$ cat src/rtl/px_ss_csr_bank_pkg.sv
// Shared definitions for the pixel-subsampler CSR bank: response codes,
// APPLY register layout and the word-address decoder.
package px_ss_csr_bank_pkg;

    localparam logic [1:0] RESP_OKAY   = 2'b00;
    localparam logic [1:0] RESP_SLVERR = 2'b10;

    localparam int APPLY_REQ_BIT  = 0;
    localparam int APPLY_MODE_BIT = 1;
    localparam int APPLY_PEND_BIT = 2;

    // 64 control + APPLY + 64 status indices fit in 8 bits
    localparam int IDX_W = 8;

    typedef struct packed {
        logic             hit;
        logic [IDX_W-1:0] idx;
    } addr_dec_t;

    function automatic addr_dec_t addr_decode(input logic [31:0] addr,
                                              input logic [31:0] base,
                                              input int unsigned nregs);
        addr_dec_t   d;
        logic [31:0] off;
        off   = addr - base;
        d.idx = off[IDX_W+1:2];
        d.hit = (addr >= base) && ({2'b00, off[31:2]} < nregs);
        return d;
    endfunction

endpackage

$ cat src/rtl/px_ss_axil_fe.sv
// AXI4-Lite front end: independent AW/W capture, single-cycle write commit,
// registered read response. Register storage lives in the parent.
module px_ss_axil_fe
    import px_ss_csr_bank_pkg::*;
#(
    parameter logic [31:0] BASE_ADDR = 32'h0000_0000,
    parameter int unsigned NREGS     = 9
) (
    input  logic             clk_i,
    input  logic             rst_i,
    input  logic [31:0]      csr_awaddr,
    input  logic             csr_awvalid,
    output logic             csr_awready,
    input  logic [31:0]      csr_wdata,
    input  logic [3:0]       csr_wstrb,
    input  logic             csr_wvalid,
    output logic             csr_wready,
    output logic [1:0]       csr_bresp,
    output logic             csr_bvalid,
    input  logic             csr_bready,
    input  logic [31:0]      csr_araddr,
    input  logic             csr_arvalid,
    output logic             csr_arready,
    output logic [31:0]      csr_rdata,
    output logic [1:0]       csr_rresp,
    output logic             csr_rvalid,
    input  logic             csr_rready,
    output logic             wr_en,
    output logic             wr_hit,
    output logic [IDX_W-1:0] wr_idx,
    output logic [31:0]      wr_data,
    output logic [3:0]       wr_strb,
    output logic             rd_hit,
    output logic [IDX_W-1:0] rd_idx,
    input  logic [31:0]      rd_data,
    input  logic [1:0]       rd_resp
);

    logic        aw_held;
    logic        w_held;
    logic [31:0] awaddr_q;
    logic [31:0] wdata_q;
    logic [3:0]  wstrb_q;
    logic        aw_hs;
    logic        w_hs;
    logic        ar_hs;
    logic [31:0] wr_addr;
    addr_dec_t   wr_dec;
    addr_dec_t   rd_dec;

    assign csr_awready = !aw_held && !csr_bvalid;
    assign csr_wready  = !w_held && !csr_bvalid;
    assign csr_arready = !csr_rvalid;

    assign aw_hs = csr_awvalid && csr_awready;
    assign w_hs  = csr_wvalid && csr_wready;
    assign ar_hs = csr_arvalid && csr_arready;

    // A channel arriving this cycle is used directly so a joint AW+W
    // handshake commits without first parking in the holding registers.
    assign wr_en   = (aw_held || aw_hs) && (w_held || w_hs);
    assign wr_addr = aw_held ? awaddr_q : csr_awaddr;
    assign wr_data = w_held ? wdata_q : csr_wdata;
    assign wr_strb = w_held ? wstrb_q : csr_wstrb;

    assign wr_dec = addr_decode(wr_addr, BASE_ADDR, NREGS);
    assign wr_hit = wr_dec.hit;
    assign wr_idx = wr_dec.idx;

    assign rd_dec = addr_decode(csr_araddr, BASE_ADDR, NREGS);
    assign rd_hit = rd_dec.hit;
    assign rd_idx = rd_dec.idx;

    always_ff @(posedge clk_i or negedge rst_i) begin
        if (!rst_i) begin
            aw_held    <= 1'b0;
            w_held     <= 1'b0;
            awaddr_q   <= '0;
            wdata_q    <= '0;
            wstrb_q    <= '0;
            csr_bvalid <= 1'b0;
            csr_bresp  <= RESP_OKAY;
        end else begin
            if (csr_bvalid && csr_bready) begin
                csr_bvalid <= 1'b0;
                csr_bresp  <= RESP_OKAY;
            end
            if (wr_en) begin
                aw_held    <= 1'b0;
                w_held     <= 1'b0;
                csr_bvalid <= 1'b1;
                csr_bresp  <= wr_hit ? RESP_OKAY : RESP_SLVERR;
            end else begin
                if (aw_hs) begin
                    aw_held  <= 1'b1;
                    awaddr_q <= csr_awaddr;
                end
                if (w_hs) begin
                    w_held  <= 1'b1;
                    wdata_q <= csr_wdata;
                    wstrb_q <= csr_wstrb;
                end
            end
        end
    end

    always_ff @(posedge clk_i or negedge rst_i) begin
        if (!rst_i) begin
            csr_rvalid <= 1'b0;
            csr_rdata  <= '0;
            csr_rresp  <= RESP_OKAY;
        end else if (ar_hs) begin
            csr_rvalid <= 1'b1;
            csr_rdata  <= rd_data;
            csr_rresp  <= rd_resp;
        end else if (csr_rvalid && csr_rready) begin
            csr_rvalid <= 1'b0;
            csr_rdata  <= '0;
            csr_rresp  <= RESP_OKAY;
        end
    end

endmodule

$ cat src/rtl/px_ss_csr_bank.sv
// CSR bank top: shadowed control registers, APPLY (immediate or
// start-of-frame synchronous) into the active set, and the read mux.
module px_ss_csr_bank
    import px_ss_csr_bank_pkg::*;
#(
    parameter logic [31:0] BASE_ADDR = 32'h0000_0000,
    parameter int unsigned CTRL_CNT  = 6,
    parameter int unsigned STAT_CNT  = 2,
    parameter int unsigned REG_W     = 16
) (
    input  logic                                clk_i,
    input  logic                                rst_i,
    input  logic [31:0]                         csr_awaddr,
    input  logic                                csr_awvalid,
    output logic                                csr_awready,
    input  logic [31:0]                         csr_wdata,
    input  logic [3:0]                          csr_wstrb,
    input  logic                                csr_wvalid,
    output logic                                csr_wready,
    output logic [1:0]                          csr_bresp,
    output logic                                csr_bvalid,
    input  logic                                csr_bready,
    input  logic [31:0]                         csr_araddr,
    input  logic                                csr_arvalid,
    output logic                                csr_arready,
    output logic [31:0]                         csr_rdata,
    output logic [1:0]                          csr_rresp,
    output logic                                csr_rvalid,
    input  logic                                csr_rready,
    input  logic                                sof_i,
    input  logic [(STAT_CNT>0?STAT_CNT:1)*32-1:0] stat_i,
    output logic [CTRL_CNT*REG_W-1:0]           ctrl_o,
    output logic                                apply_stb_o
);

    localparam int unsigned      NREGS     = CTRL_CNT + 1 + STAT_CNT;
    localparam logic [IDX_W-1:0] APPLY_IDX = IDX_W'(CTRL_CNT);

    logic             wr_en;
    logic             wr_hit;
    logic [IDX_W-1:0] wr_idx;
    logic [31:0]      wr_data;
    logic [3:0]       wr_strb;
    logic             rd_hit;
    logic [IDX_W-1:0] rd_idx;
    logic [31:0]      rd_data;
    logic [1:0]       rd_resp;

    logic [REG_W-1:0] shadow [CTRL_CNT];
    logic [REG_W-1:0] active [CTRL_CNT];
    logic [REG_W-1:0] wmask;
    logic             mode;
    logic             pending;
    logic             imm_q;
    logic             apply_wr;
    logic             apply_req;
    logic             apply_go;
    logic             unused_in;

    px_ss_axil_fe #(
        .BASE_ADDR (BASE_ADDR),
        .NREGS     (NREGS)
    ) u_fe (
        .clk_i       (clk_i),
        .rst_i       (rst_i),
        .csr_awaddr  (csr_awaddr),
        .csr_awvalid (csr_awvalid),
        .csr_awready (csr_awready),
        .csr_wdata   (csr_wdata),
        .csr_wstrb   (csr_wstrb),
        .csr_wvalid  (csr_wvalid),
        .csr_wready  (csr_wready),
        .csr_bresp   (csr_bresp),
        .csr_bvalid  (csr_bvalid),
        .csr_bready  (csr_bready),
        .csr_araddr  (csr_araddr),
        .csr_arvalid (csr_arvalid),
        .csr_arready (csr_arready),
        .csr_rdata   (csr_rdata),
        .csr_rresp   (csr_rresp),
        .csr_rvalid  (csr_rvalid),
        .csr_rready  (csr_rready),
        .wr_en       (wr_en),
        .wr_hit      (wr_hit),
        .wr_idx      (wr_idx),
        .wr_data     (wr_data),
        .wr_strb     (wr_strb),
        .rd_hit      (rd_hit),
        .rd_idx      (rd_idx),
        .rd_data     (rd_data),
        .rd_resp     (rd_resp)
    );

    // Bits above REG_W and unused status lanes are intentionally dropped
    assign unused_in = ^{wr_data, wr_strb, stat_i};

    always_comb begin
        wmask = '0;
        for (int b = 0; b < REG_W; b++) wmask[b] = wr_strb[b/8];
    end

    assign apply_wr  = wr_en && wr_hit && (wr_idx == APPLY_IDX) && wr_strb[0];
    assign apply_req = apply_wr && wr_data[APPLY_REQ_BIT] && !pending;
    assign apply_go  = imm_q || (pending && sof_i);

    always_ff @(posedge clk_i or negedge rst_i) begin
        if (!rst_i) begin
            for (int i = 0; i < CTRL_CNT; i++) begin
                shadow[i] <= '0;
                active[i] <= '0;
            end
        end else begin
            for (int i = 0; i < CTRL_CNT; i++) begin
                if (wr_en && wr_hit && (wr_idx == IDX_W'(i)))
                    shadow[i] <= (shadow[i] & ~wmask) | (wr_data[REG_W-1:0] & wmask);
                // Non-blocking copy takes the pre-write shadow on a same-cycle write
                if (apply_go)
                    active[i] <= shadow[i];
            end
        end
    end

    // A sof_i during the commit cycle is not seen: pending is still 0 then
    always_ff @(posedge clk_i or negedge rst_i) begin
        if (!rst_i) begin
            mode        <= 1'b0;
            pending     <= 1'b0;
            imm_q       <= 1'b0;
            apply_stb_o <= 1'b0;
        end else begin
            if (apply_wr)
                mode <= wr_data[APPLY_MODE_BIT];
            imm_q <= apply_req && !wr_data[APPLY_MODE_BIT];
            if (apply_req && wr_data[APPLY_MODE_BIT])
                pending <= 1'b1;
            else if (pending && sof_i)
                pending <= 1'b0;
            apply_stb_o <= apply_go;
        end
    end

    for (genvar g = 0; g < CTRL_CNT; g++) begin : g_ctrl
        assign ctrl_o[g*REG_W +: REG_W] = active[g];
    end

    always_comb begin
        rd_data = '0;
        if (rd_hit) begin
            for (int i = 0; i < CTRL_CNT; i++)
                if (rd_idx == IDX_W'(i)) rd_data = 32'(shadow[i]);
            if (rd_idx == APPLY_IDX) begin
                rd_data[APPLY_MODE_BIT] = mode;
                rd_data[APPLY_PEND_BIT] = pending;
            end
            for (int s = 0; s < STAT_CNT; s++)
                if (rd_idx == IDX_W'(CTRL_CNT + 1 + s)) rd_data = stat_i[s*32 +: 32];
        end
    end

    assign rd_resp = rd_hit ? RESP_OKAY : RESP_SLVERR;

endmodule

$ cat config.mk
export PLATFORM = sky130hd
export DESIGN_NAME = px_ss_csr_bank
export DESIGN_NICKNAME = d
export VERILOG_FILES = /design/src/rtl/px_ss_csr_bank_pkg.sv /design/src/rtl/px_ss_axil_fe.sv /design/src/rtl/px_ss_csr_bank.sv
export SDC_FILE = /design/constraint.sdc
export NUM_CORES = 1
export LEC_CHECK = 0
export CORE_AREA = 2 2 163 165
export DETAILED_ROUTE_END_ITERATION = 10
export DIE_AREA = 0 0 165 167
export PLACE_DENSITY = 0.8
export SETUP_SLACK_MARGIN = 0.3
export SLEW_MARGIN = 0
export SYNTH_ARGS = -nofsm -noshare
export SYNTH_HDL_FRONTEND = slang
export SYNTH_SLANG_ARGS = --single-unit
export TNS_END_PERCENT = 50
$ cat constraint.sdc
create_clock -name clk_i -period 3.89 [get_ports clk_i]
set_input_delay 0.5835 -clock clk_i [delete_from_list [all_inputs] [get_ports clk_i]]
set_output_delay 0.5835 -clock clk_i [all_outputs]
set_load 0.01 [all_outputs]
; Yosys cells after proc, flatten, opt, wreduce, memory -nomap -nowiden
; Index checks and enable logic that the tools add are counted.
[totals]
regBits = 286
inputBits = 172
out_inout_bits = 138
wordCells = 132
[classes]
magnitude_cmp = 4
n_eq_ne = 14
mux = 31
bitwise = 15
n_reduce_logical = 42
[op_table]
columns = cell, n
row1 = $mux 32, 11
row2 = $and 16x16->16, 7
row3 = $or 16x16->16, 6
row4 = $ge 32x1->1 const B, 2
row5 = $lt 30x4->1 const B, 2
row6 = $eq 8x3->1 const B, 7
row7 = $eq 8x2->1 const B, 4
row8 = $mux 16, 2
row9 = $logic_and 1x1->1, 24
row10 = $eq 8x1->1 const B, 2
row11 = $logic_not 8->1, 2
row12 = $mux 2, 8
row13 = $not 16->16, 1
row14 = $mux 1, 10
row15 = $reduce_bool 2->1, 5
row16 = $eq 8x4->1 const B, 1
row17 = $logic_not 1->1, 6
row18 = $reduce_and 2->1, 2
row19 = $logic_or 1x1->1, 3
row20 = $not 1->1, 1

; Longest topological paths before layout
[depth]
word_depth = 12
mapped_depth = 8
ltp_nobuf = 5

; By module
; From an unflattened synthesis, not the netlist that was laid out.
[hier_totals]
hier_cells = 992
hier_area_um2 = 13793.2
[modules_own_cells]
columns = module, instances, cells_per_inst, area_each_um2, seq_area_each_um2
row1 = px_ss_csr_bank, 1, 653, 8923.6, 4904.7
row2 = px_ss_axil_fe, 1, 339, 4869.7, 2627.5

; Worst setup path before layout
; Ideal clock, no wire load.
[synth_path]
path_type = input port to flip-flop
from = input port csr_awaddr[23]
to = register with a tool-made name
setup_time_ps = 125
arrival_ps = 2755
required_ps = 3765
path_slack_ps = 1010
cell_stages = 7
n_path_buf = 2
cell_sequence = nor4_1 > nand4_1 > or4_1 > buf_1 > clkbuf_1 > a211oi_2 > mux2_2
[synth_lines]
columns = item, line_no
row1 = "start, declared", px_ss_csr_bank.sv:13  ; input logic [31:0] csr_awaddr,

==> results.json <==
{
  "gr-usage-met2_pct": 44.95,
  "drive_above_1_share_pct": 26.21,
  "drt-pass1-iter-count": 5,
  "dpl_cell_area_sq_um": 16110,
  "synth_edf_count": 0,
  "final_util_pct": 66.84,
  "place_congestion": 0.8578,
  "min_path_type": "input pin to async pin",
  "drc": 0,
  "numCtsBuffers": 29,
  "cts-htree-levels": 1,
  "dieWidth_um": 165,
  "grtUsageMet3_pct": 8.070,
  "criticalPathCategory": "register to register",
  "setup_slack_ns": 0.8169,
  "clk_latency_ns": 0.56,
  "async_flop_share_pct": 100.0,
  "syn_area_sq_um": 12720,
  "root_buffer": "clkbuf_16",
  "fin_crit_sh_pct": 79.00,
  "wl_per_cell_um": 22.93,
  "dp.cells": 1628,
  "critPathArrivalTime_ns": 3.50,
  "grt_usage_pct": 27.85,
  "cp_max_fo": 18,
  "io_buffers": 285,
  "rows": 59,
  "tightest_slew_ns": 1.008,
  "ctsHoldBuffers": 0,
  "met1_usage_pct": 34.98,
  "fin_crit_ns": 3.073,
  "r2r_cells": 6,
  "cts_buffer_depth": 3,
  "fmax_mhz": 325.4,
  "cts_sinks": 282,
  "yosysSeqAreaShare_pct": 55.48,
  "drv_cap": 0,
  "drt_first_iter_violations": 634,
  "synth_area_per_cell_sq_um": 12.34,
  "status": "complete, no violations",
  "ant_nets": 0,
  "syn_inst": 1031,
  "grt_busiest_layer": "met2",
  "hold_viol": 0,
  "final_area_sq_um": 17220,
  "die_area_sq_um": 27560,
  "total_power_mw": 7.750,
  "grt_pass1_vias": 10130,
  "worst_setup_path_end_kind": "register",
  "setup_viol_count_final": 0,
  "synth_ff_type": "dfrtp_1",
  "routed_wl_um": 38590,
  "viasPerCell": 5.847,
  "post_cts_buffers": 0,
  "grt_overflow": 0,
  "cts_tree": "done",
  "clk_pin_slew_worst_paths_ns": 0.06,
  "worst_hold_slack_ns": 0.06749,
  "antenna_found_initial": 1,
  "dp_hpwl_um": 28070,
  "synth-seq-cells": 282,
  "startpoint_type": "register",
  "skew_ns": 0.01677,
  "p_per_area_nw_per_um2": 450.0,
  "timing.final.max_slew_violations": 0,
  "vdd_drop_max_v": 0.0003751,
  "rrSetupSlack_ns": 0.82,
  "post-place-ws_ns": 0.5225,
  "startpoint": "u_fe.aw_held",
  "vias": 9841,
  "timing.rr.start": "u_fe.aw_held",
  "synthDistinctLibCells": 50,
  "final_nets": 1496,
  "layout.cells.non_filler": 1683,
  "worst_ep_required_time_ns": 4.32,
  "fp.dieH_um": 167,
  "cts_resized": 0,
  "relSlewSlack_pct": 31.37,
  "p_leak_nw": 7.471,
  "rsz0062_at_grt": "false",
  "yosys_warnings": 0,
  "grt_max_degree": 101,
  "tns_ns": 0,
  "start_util_pct": 49.37,
  "fp.coreArea_sq_um": 25760,
  "num_io_pins": 310,
  "area_delta_synth_final_pct": 35.39,
  "grt_pass1_wl_um": 58710
}
[layout make-up]
type | instances | area, sq um
diodes | 1 | 2.502
clock buffers | 35 | 798.3
clock inverters | 19 | 310.3
fillers | 1918 | 8542
inverters | 27 | 101.3
multi-input cells | 660 | 5355
flip-flops and latches | 282 | 7057
well taps | 335 | 419.2
repair buffers | 324 | 3178
[how the worst min path moves through the flow]
stage | from | endpoint | slack, ns | cells after the start
6_report | rst_i | ctrl_o[4] | 0.07 | 1
5_1_grt | rst_i | ctrl_o[4] | 0.14 | 1
4_1_cts | rst_i | ctrl_o[4] | 0.10 | 1
3_5_place_dp | ctrl_o[86] | ctrl_o[86] | 0.47 | 2
3_3_place_gp | ctrl_o[87] | ctrl_o[87] | 0.46 | 2
2_1_floorplan | rst_i | async pin | 0.29 | 0
[per-layer routing]
metal	up-vias	wire, um
met1	4925	15100
met4	0	1731
met3	88	3561
met5	-	0
met2	413	18190
li1	4415	-
[synthesized netlist by cell type, types with 7 or more instances]
cell | instances | area share, %
o21ai_0 | 88 | 3.5
o31ai_1 | 7 | 0.41
a211oi_2 | 8 | 0.79
buf_1 | 9 | 0.27
nor3_1 | 13 | 0.51
mux2_2 | 238 | 21
inv_1 | 26 | 0.77
clkbuf_1 | 51 | 1.5
nand3_1 | 15 | 0.59
o2111ai_1 | 8 | 0.55
a221oi_1 | 7 | 0.48
a211oi_1 | 19 | 1.1
nand4_1 | 10 | 0.49
o41ai_1 | 9 | 0.62
nand2_1 | 59 | 1.7
a22o_1 | 9 | 0.62
nor4_1 | 14 | 0.69
nor2b_1 | 10 | 0.49
nor2_1 | 28 | 0.83
a22oi_1 | 16 | 0.94
mux2i_1 | 13 | 1.0
dfrtp_1 | 282 | 55
a21oi_1 | 22 | 0.87
nand2b_1 | 7 | 0.34
[worst max-delay path, stage by stage, from the launching register on]
cell and delay (ns):
dfrtp_1 0.68, or3b_2 0.49, a222oi_1 0.35, buf_4 0.22
nand4_1 0.24, a211oi_4 0.55, mux2_2 0.41
[power by group]
part / switching [mW] / leakage [nW] / internal (mW)
clock network: 1.19 / 0.540 / 1.99
logic: 0.576 / 3.11 / 0.584
registers: 0.199 / 3.82 / 3.21
total: 1.96 / 7.47 / 5.79
[placed cells by master (no fill, tap or decap), types with 12 or more instances in the layout]
master / netlist / layout
buf_4: 2 / 36
nor3_1: 13 / 12
a22oi_1: 16 / 16
a21oi_1: 22 / 21
nor4_1: 14 / 13
inv_1: 26 / 26
clkdlybuf4s50_1: 0 / 282
o21ai_0: 88 / 88
a211oi_1: 19 / 19
nor2_1: 28 / 28
dfrtp_1: 282 / 282
mux2i_1: 13 / 12
nand3_1: 15 / 15
nand2_1: 59 / 59
mux2_2: 238 / 238
clkbuf_16: 0 / 29
[logic make-up after synthesis]
group,synth area share (%)
other cells,0.02948
flops,55.48
mux,22.09
simple gates,8.214
buf+inv,2.725
compound gates,11.46
(Power assumes the default switching activity.)
